===== src/rtl/detector_pkg.sv =====
// Shared definitions for the detector event arbiter: default sizes,
// channel-index width helper and the output FSM state encoding.
package detector_pkg;

  localparam int NUM_CH_DEF = 4;
  localparam int DATA_W_DEF = 16;
  localparam int TIME_W_DEF = 64;

  // Width of a channel index; a single channel still needs one bit.
  function automatic int ch_width(input int num_ch);
    return (num_ch > 1) ? $clog2(num_ch) : 1;
  endfunction

  localparam int CH_W_DEF = ch_width(NUM_CH_DEF);

  typedef enum logic {
    ST_IDLE    = 1'b0,
    ST_PRESENT = 1'b1
  } arb_state_t;

endpackage


===== src/rtl/rr_picker.sv =====
// Combinational round-robin picker: returns the lowest-index requester
// found searching upward from last_grant+1, wrapping to channel 0.
module rr_picker
  import detector_pkg::*;
#(
  parameter int NUM_CH = NUM_CH_DEF,
  localparam int CH_W  = ch_width(NUM_CH)
) (
  input  logic [NUM_CH-1:0] req,
  input  logic [CH_W-1:0]   last_grant,
  output logic [CH_W-1:0]   grant,
  output logic              any_req
);

  // Scan the requests in rotated order and keep the first hit.
  always_comb begin
    logic [CH_W-1:0] idx;
    // NOTE: every output gets a default before the loop so no path leaves
    // a value held from a previous evaluation, which would infer a latch.
    grant   = last_grant;
    any_req = 1'b0;
    idx     = '0;
    for (int off = 1; off <= NUM_CH; off++) begin
      idx = CH_W'((int'(last_grant) + off) % NUM_CH);
      if (!any_req && req[idx]) begin
        any_req = 1'b1;
        grant   = idx;
      end
    end
  end

endmodule


===== src/rtl/detector_event_arbiter.sv =====
// Detector event arbiter: one capture slot per channel, round-robin
// selection of pending slots onto a single valid/ready event output,
// and a saturating count of events lost to occupied slots.
module detector_event_arbiter
  import detector_pkg::*;
#(
  parameter int NUM_CH = NUM_CH_DEF,
  parameter int DATA_W = DATA_W_DEF,
  parameter int TIME_W = TIME_W_DEF,
  localparam int CH_W  = ch_width(NUM_CH)
) (
  input  logic                     clk210_p,
  input  logic                     reset_p,
  input  logic [NUM_CH-1:0]        ch_valid_p,
  input  logic [NUM_CH*DATA_W-1:0] ch_data_p,
  input  logic [TIME_W-1:0]        timekeeper_time_p,
  input  logic                     timekeeper_ready_p,
  input  logic                     arb_enable_p,
  output logic                     evt_valid_p,
  input  logic                     evt_ready_p,
  output logic [CH_W-1:0]          evt_channel_p,
  output logic [DATA_W-1:0]        evt_data_p,
  output logic [TIME_W-1:0]        evt_time_p,
  output logic [NUM_CH-1:0]        pending_p,
  output logic [15:0]              drop_count_p
);

  arb_state_t        state;
  logic [NUM_CH-1:0] pending;
  logic [DATA_W-1:0] slot_data [NUM_CH];
  logic [TIME_W-1:0] slot_time [NUM_CH];
  logic [CH_W-1:0]   last_grant;
  logic [CH_W-1:0]   grant_idx;
  logic              any_req;
  logic              grant_fire;
  logic [NUM_CH-1:0] grant_onehot;
  logic [NUM_CH-1:0] capture;
  logic [NUM_CH-1:0] drop;
  logic [16:0]       drop_sum;

  assign pending_p = pending;

  rr_picker #(.NUM_CH(NUM_CH)) u_rr_picker (
    .req        (pending),
    .last_grant (last_grant),
    .grant      (grant_idx),
    .any_req    (any_req)
  );

  // A grant happens from IDLE, or from PRESENT only on the handshake cycle.
  assign grant_fire = arb_enable_p && any_req &&
                      ((state == ST_IDLE) || evt_ready_p);

  // Per-channel capture/drop decisions; a slot being granted this cycle
  // counts as free so a pulse arriving on that cycle is kept.
  always_comb begin
    grant_onehot = '0;
    capture      = '0;
    drop         = '0;
    for (int i = 0; i < NUM_CH; i++) begin
      grant_onehot[i] = grant_fire && (grant_idx == CH_W'(i));
      capture[i] = ch_valid_p[i] && timekeeper_ready_p &&
                   (!pending[i] || grant_onehot[i]);
      drop[i]    = ch_valid_p[i] && timekeeper_ready_p &&
                   pending[i] && !grant_onehot[i];
    end
  end

  assign drop_sum = {1'b0, drop_count_p} + 17'($countones(drop));

  // Capture slots and their pending flags.
  always_ff @(posedge clk210_p or posedge reset_p) begin
    if (reset_p) begin
      pending <= '0;
      // NOTE: the slots are ordinary flops, not a RAM, so clearing them on
      // reset is cheap and keeps stale samples from ever being observable.
      for (int i = 0; i < NUM_CH; i++) begin
        slot_data[i] <= '0;
        slot_time[i] <= '0;
      end
    end else begin
      for (int i = 0; i < NUM_CH; i++) begin
        if (capture[i]) begin
          pending[i]   <= 1'b1;
          slot_data[i] <= ch_data_p[i*DATA_W +: DATA_W];
          slot_time[i] <= timekeeper_time_p;
        end else if (grant_onehot[i]) begin
          pending[i] <= 1'b0;
        end
      end
    end
  end

  // Saturating count of events lost to an occupied slot.
  always_ff @(posedge clk210_p or posedge reset_p) begin
    if (reset_p) begin
      drop_count_p <= '0;
    end else if (drop_sum[16]) begin
      drop_count_p <= 16'hFFFF;
    end else begin
      drop_count_p <= drop_sum[15:0];
    end
  end

  // Output FSM: present one granted event at a time, back-to-back when
  // more slots are pending at the handshake.
  always_ff @(posedge clk210_p or posedge reset_p) begin
    if (reset_p) begin
      state         <= ST_IDLE;
      evt_valid_p   <= 1'b0;
      evt_channel_p <= '0;
      evt_data_p    <= '0;
      evt_time_p    <= '0;
      last_grant    <= CH_W'(NUM_CH - 1);
    end else begin
      // NOTE: non-blocking assignments so every register here samples the
      // pre-edge values, independent of statement order.
      if (grant_fire) begin
        state         <= ST_PRESENT;
        evt_valid_p   <= 1'b1;
        evt_channel_p <= grant_idx;
        evt_data_p    <= slot_data[grant_idx];
        evt_time_p    <= slot_time[grant_idx];
        last_grant    <= grant_idx;
      end else begin
        case (state)
          ST_PRESENT: begin
            if (evt_ready_p) begin
              state       <= ST_IDLE;
              evt_valid_p <= 1'b0;
            end
          end
          default: begin
            state       <= ST_IDLE;
            evt_valid_p <= 1'b0;
          end
        endcase
      end
    end
  end

endmodule


===== config.mk =====
export PLATFORM = sky130hd
export DESIGN_NAME = detector_event_arbiter
export DESIGN_NICKNAME = d
export VERILOG_FILES = /design/src/rtl/detector_pkg.sv /design/src/rtl/rr_picker.sv /design/src/rtl/detector_event_arbiter.sv
export SDC_FILE = /design/constraint.sdc
export NUM_CORES = 1
export LEC_CHECK = 0
export BUFFER_PORTS_ARGS = -buffer_cell sky130_fd_sc_hd__buf_4
export CAP_MARGIN = 20
export CORE_MARGIN = 4
export CORE_UTILIZATION = 55
export CTS_BUF_LIST = sky130_fd_sc_hd__clkbuf_8
export DETAILED_ROUTE_END_ITERATION = 8
export PLACE_DENSITY = 0.84
export SLEW_MARGIN = 25
export SYNTH_ARGS = -nofsm -noshare
export SYNTH_HDL_FRONTEND = slang
export SYNTH_SLANG_ARGS = --single-unit

===== constraint.sdc =====
create_clock -name clk210_p -period 11.71 [get_ports clk210_p]
set_clock_uncertainty 0.15 [all_clocks]
set_input_delay 0 -clock clk210_p [delete_from_list [all_inputs] [get_ports clk210_p]]
set_output_delay 0 -clock clk210_p [all_outputs]
set_load 0.02 [all_outputs]

* Word-level counts from Yosys, hierarchy flattened
Index checks and enable logic that the tools add are counted.
** Operators by class
- Add/subtract/negate cells :: 8
- Order comparisons :: 5
- Equal/unequal tests :: 4
- Multiplexer cells :: 37
- Bitwise operators :: 2
- Reductions and logical operators :: 46
** Operators with widths (count)
- binary-select mux 64 bit (select 2 bit) :: 1
- 2-to-1 mux 64 bit :: 2
- 2-to-1 mux 16 bit :: 3
- binary-select mux 16 bit (select 2 bit) :: 1
- logical AND 1 bit :: 25
- 2-to-1 mux 1 bit :: 22
- adder 16 x 3 -> 17 bit :: 1
- less-than comparator 2 x 3 -> 1 bit, second input constant :: 4
- zero test 1 bit :: 11
- binary-select mux 1 bit (select 2 bit) :: 4
- 2-to-1 mux 2 bit :: 4
- nonzero test 2 bit :: 4
- logical OR 1 bit :: 5
- adder 1 x 1 -> 2 bit :: 2
- adder 2 x 1 -> 2 bit, second input constant :: 2
- adder 2 bit, second input constant :: 2
- == test 2 bit, second input constant :: 2
- adder 2 x 2 -> 3 bit :: 1
- greater-or-equal comparator 3 bit, second input constant :: 1
- inequality test 3 x 2 -> 1 bit, second input constant :: 1
- inverter 2 -> 3 bit :: 1
- == test 2 x 1 -> 1 bit, second input constant :: 1
- zero test 2 bit :: 1
- inverter 1 bit :: 1
** Word-level totals
- Bits in registers :: 426
- Input port bits :: 137
- Output and inout port bits :: 103
- Word-level logic and storage cells :: 121

* Logic depth before layout (Yosys ltp)
- Depth in word-level cells :: 22
- Gate-level depth with buffers :: 17
- Gate-level depth less buffers :: 14

* Hierarchy
From an unflattened synthesis, not the netlist that was laid out.
** Unflattened totals
- Cell total of the unflattened synthesis :: 1089
- Area, all modules :: 18744.2 sq um
** Modules (own cells, without submodules)
- detector_event_arbiter :: times used 1, cells an instance 1075, area an instance 18661.6 sq um
- rr_picker :: times used 1, cells an instance 14, area an instance 82.6 sq um

* Worst setup path before layout
Ideal clock, no wire load.
- Path type :: reg2reg
- Start point :: register pending[1] (netlist: pending_p[1])
- End point :: register drop_count_p[13]
- Library setup time :: 83 ps
- Data arrival time :: 3864 ps
- Setup slack :: 7613 ps
- Stages on the path, launching flop included :: 18
- Path buffers :: 4
- Clock period less this slack :: 4097 ps
- Cell sequence :: dfrtp_1 nor2b_1 o21a_1 or3_1 buf_4 o21a_1 buf_2 buf_2 nand2_1 fa_1 fa_1 inv_1 fa_1 nand2_1 nor2_1 nand3_1 clkbuf_1 o21ai_0
** Between the ends
- Longest elaborated chain between the ends :: 21
** RTL lines
- start, declared :: RTL line detector_event_arbiter.sv:29 : logic [NUM_CH-1:0] pending;
- start signal, assigned :: RTL line detector_event_arbiter.sv:74 : pending <= '0;
- start signal, assigned by index :: RTL line detector_event_arbiter.sv:84 : pending[i] <= 1'b1;
- start signal, assigned by index :: RTL line detector_event_arbiter.sv:88 : pending[i] <= 1'b0;
- binary-select mux 1 bit (select 2 bit) :: RTL line rr_picker.sv:25 : if (!any_req && req[idx]) begin
- 2-to-1 mux 1 bit (implied by the code) :: RTL line rr_picker.sv:25
- 2-to-1 mux 1 bit :: RTL line rr_picker.sv:25
- zero test 1 bit :: RTL line rr_picker.sv:25
- logical AND 1 bit :: RTL line rr_picker.sv:25
- 2-to-1 mux 1 bit :: RTL line rr_picker.sv:25
- zero test 1 bit :: RTL line rr_picker.sv:25
- logical AND 1 bit :: RTL line rr_picker.sv:25
- (+4 left out)
- logical AND 1 bit (2 in a row) :: RTL line detector_event_arbiter.sv:51 : assign grant_fire = arb_enable_p && any_req &&
- logical AND 1 bit :: RTL line detector_event_arbiter.sv:61 : grant_onehot[i] = grant_fire && (grant_idx == CH_W'(i));
- zero test 1 bit :: RTL line detector_event_arbiter.sv:65 : pending[i] && !grant_onehot[i];
- logical AND 1 bit :: RTL line detector_event_arbiter.sv:65
- adder 1 x 1 -> 2 bit (implied by the code) :: RTL line detector_event_arbiter.sv:69 : assign drop_sum = {1'b0, drop_count_p} + 17'($countones(drop));
- adder 2 x 2 -> 3 bit (implied by the code) * :: RTL line detector_event_arbiter.sv:69
- adder 16 x 3 -> 17 bit * :: RTL line detector_event_arbiter.sv:69
- 2-to-1 mux 16 bit * :: RTL line detector_event_arbiter.sv:98 : end else if (drop_sum[16]) begin
- end signal, assigned :: RTL line detector_event_arbiter.sv:101 : drop_count_p <= drop_sum[15:0];
- end, declared :: RTL line detector_event_arbiter.sv:25 : output logic [15:0] drop_count_p
Mark *: on every way between the ends. The rest lies on a longest branch, timed or not. The select of a mux whose other input is x is not followed.
A chain may end at the register's enable or synchronous reset.

* Final worst setup path
- Start point :: register pending[1] (netlist: pending_p[1])
- End point :: register drop_count_p[6]
Same word-level chain as after synthesis.

==> results_dict.tcl <==
set metrics [dict create \
    cts_tree "yes" \
    synth-seq-area-share_pct 54.1 \
    ios 240 \
    grt_pass1_vias 20100 \
    cts_num_sinks 426 \
    viasPerCell 6.55 \
    critPathMaxFanout 51 \
    min_period_ns 5.19 \
    powerDensity_nw_per_um2 279 \
    worst-path-buf-inv 1 \
    dieArea_um2 38900 \
    ant_nets 0 \
    cpLargestDelayFamily "simple AND/OR/NAND/NOR gates" \
    core_area_um2 35500 \
    cp_data_arrival_time_ns 5.52 \
    cts_buffers 70 \
    final-setup-viol-count 0 \
    grt_usage_pct 34.3 \
    grt_max_degree 190 \
    path_cells "nor2b_1 > o21a_2 > or3_4 > o21a_4 > nand2_1 > fa_1 > fa_1 > inv_1 > fa_1 > nand2_1 > nor2_1 > nand3_1 > o21ai_0" \
    synth_cell_types 45 \
    cts_root_buf "clkbuf_8" \
    hold_viol_final 0 \
    syn_area_um2 19700 \
    grt_pass1_wl_mm 108 \
    endpoint_kind "register" \
    grt_setup_unrepaired "no" \
    min_path_type "input pin to register" \
    post-route-util_pct 69.5 \
    syn_nets 2343 \
    timing.final.crit_share_pct 44.3 \
    drt_iter0_markers 2906 \
    die_x_um 197 \
    dp_hpwl_mm 36.4 \
    cp_common_cell "fa_1" \
    final_net_count 2633 \
    cts-resized-gates 0 \
    die_y_um 197 \
    io_buffers 239 \
    overflow 0 \
    h-tree-depth 3 \
    clkSlewWorstSetupHoldPaths_ns 0.07 \
    outcome "finished, final reports clean" \
    cts_buffer_depth 3 \
    slowest_stage "or3_4" \
    clk_latency_ns 0.61 \
    start_util_pct 55.5 \
    synth_seq_cells 426 \
    gp_congestion 0.846 \
    synthCells 2202 \
    std_cell_rows 69 \
    leakagePower_nw 11.1 \
    fillerInstances 2573 \
    antenna_found_initial 4 \
    drv_cap 0 \
    wirelength_mm 68.2 \
    peakVddDrop_v 0.000223 \
    critical_path_required_ns 12.04 \
    syn_to_final_growth_pct 25.2 \
    vias 19700 \
    slowest_delay_ns 0.74 \
    final_common_cell "nand2_1" \
    cp-start-kind "register" \
    firstDrtPassIters 7 \
    max-slew-margin-rel_pct 25.5 \
    ys_warn_count 0 \
    criticalPathCategory "register to register" \
    wl_per_cell_um 22.7 \
    final_cell_mix "740 x nand2_1, 424 x dfrtp_1, 320 x o22ai_1" \
    fmax_ghz 0.193 \
    worstMarginPinSlew_ns 1.12 \
    drc 0 \
    avgSynthCellArea_um2 8.95 \
    finalSetupTns_ns 0 \
    drive_above_1_share_pct 15.8 \
    slew_violations 0 \
]
layer usage:
| layer | vias up | part of all wire (%) | global-route usage (%) |
|---|---|---|---|
| li1 | 8319 | - | - |
| met1 | 9469 | 36 | 45.3 |
| met2 | 1573 | 46 | 52.5 |
| met3 | 311 | 13 | 9.96 |
| met4 | 4 | 4.5 | 16.4 |
| met5 | - | 0.040 | 0 |
worst paths after layout:
kind,from,slack [ns],depth (start not counted),end
max,pending_p[1]$_DFFE_PP0P_,6.52,13,drop_count_p[6]$_DFF_PP0_
min reg2reg,drop_count_p[12]$_DFF_PP0_,0.35,1,drop_count_p[12]$_DFF_PP0_
max reg2reg,pending_p[1]$_DFFE_PP0P_,6.52,13,drop_count_p[6]$_DFF_PP0_
min,ch_data_p[37],0.05,4,slot_data[21]$_DFFE_PP0P_
min in group asynchronous,reset_p,0.54,4,slot_time[54]$_DFFE_PP0P_
max in group asynchronous,reset_p,8.64,7,slot_time[206]$_DFFE_PP0P_
final cells by class:
type                            instances  area, µm²  share of cell area, %
Sequential cell                       426      10700                   43.2
Clock inverter                         34        194                  0.786
Clock buffer                           88       1210                   4.91
Timing Repair Buffer                  436       3820                   15.5
Antenna cell                            2       5.00                 0.0203
Inverter                                6       26.3                  0.107
Multi-Input combinational cell       1552       8170                   33.1
Tap cell                              461        577                   2.34
metrics by stage:
stage | hold WS [ns] | instance area (µm²) | worst slack (ns) | total power [W] | cells
after floorplan | -0.00995 | 19700 | 5.81 | 0.00440 | 2202
after global placement | 0.0280 | 21400 | 6.92 | 0.00522 | 2710
after detailed placement | 0.0350 | 21500 | 6.72 | 0.00534 | 2711
after CTS | 0.0476 | 24500 | 6.70 | 0.00675 | 2998
after global routing | 0.0798 | 24700 | 6.21 | 0.00724 | 3005
final | 0.0524 | 24700 | 6.52 | 0.00689 | 3005
cell families (layout without fill, tap and decap cells):
group                    Yosys count  in the layout  share of synthesized area [%]
XOR/XNOR                           8              8                          0.356
adder cells (fa/ha/maj)            4              4                          0.368
other                              0              2                              0
AND/OR/NAND/NOR                  890            890                           17.9
flip-flops                       426            426                           54.1
multiplexers                       2              2                          0.108
AO/OA/AOI/OAI                    648            648                           22.1
buffers and inverters            224            564                           5.12
what timing repair did:
item                       in CTS  in global routing
buffers inserted                0                  0
hold endpoints to repair      360                  0
hold buffers                  165                  0
setup endpoints to repair       0                  0
power by group:
group / leakage, nW / switching [W] / internal [W]
Clock: 0.804 / 0.000620 / 0.000703
Sequential: 5.24 / 0.000437 / 0.00216
Combinational: 5.03 / 0.00192 / 0.00105
Yosys cell counts (all sizes together):
cell | number | share of area [%]
a31oi | 1 | 0.032
a21oi | 86 | 2.2
and3 | 7 | 0.22
xor2 | 5 | 0.22
o31a | 63 | 2.8
dfstp | 2 | 0.27
or3 | 1 | 0.032
inv | 6 | 0.11
or2 | 1 | 0.032
o41ai | 1 | 0.083
dfrtp | 424 | 54
o2111a | 1 | 0.057
xnor2 | 3 | 0.13
o21ai | 6 | 0.15
a211o | 1 | 0.044
and4 | 1 | 0.044
and2 | 22 | 0.70
nand2b | 11 | 0.35
nand3 | 6 | 0.18
nor2b | 4 | 0.13
buf | 81 | 2.4
a21boi | 2 | 0.076
o21a | 5 | 0.19
nand2 | 740 | 14
mux2 | 1 | 0.057
mux2i | 1 | 0.051
nand4 | 3 | 0.095
clkbuf | 137 | 2.6
ha | 1 | 0.063
a211oi | 143 | 5.4
a21o | 1 | 0.038
o211ai | 1 | 0.038
fa | 3 | 0.30
a221oi | 17 | 0.76
nor3 | 5 | 0.29
o22ai | 320 | 10
nor2 | 89 | 1.7
registers in the layout, indices dropped and copies added, names as in the netlist:
name and count:
last_grant 2, slot_data 64, evt_channel_p 2, state 1, evt_time_p 64, drop_count_p 16
slot_time 256, evt_valid_p 1, pending_p 4, evt_data_p 16
worst reg2reg max path, delay by kind of cell, from the launching register on:
| family | cells | cell delay (ns) |
|---|---|---|
| AND/OR/NAND/NOR | 6 | 1.87 |
| adder cells (fa/ha/maj) | 3 | 1.31 |
| AO/OA/AOI/OAI | 3 | 1.14 |
| flip-flops | 1 | 0.49 |
| buffers and inverters | 1 | 0.11 |
Power figures use the tool's default switching activity.
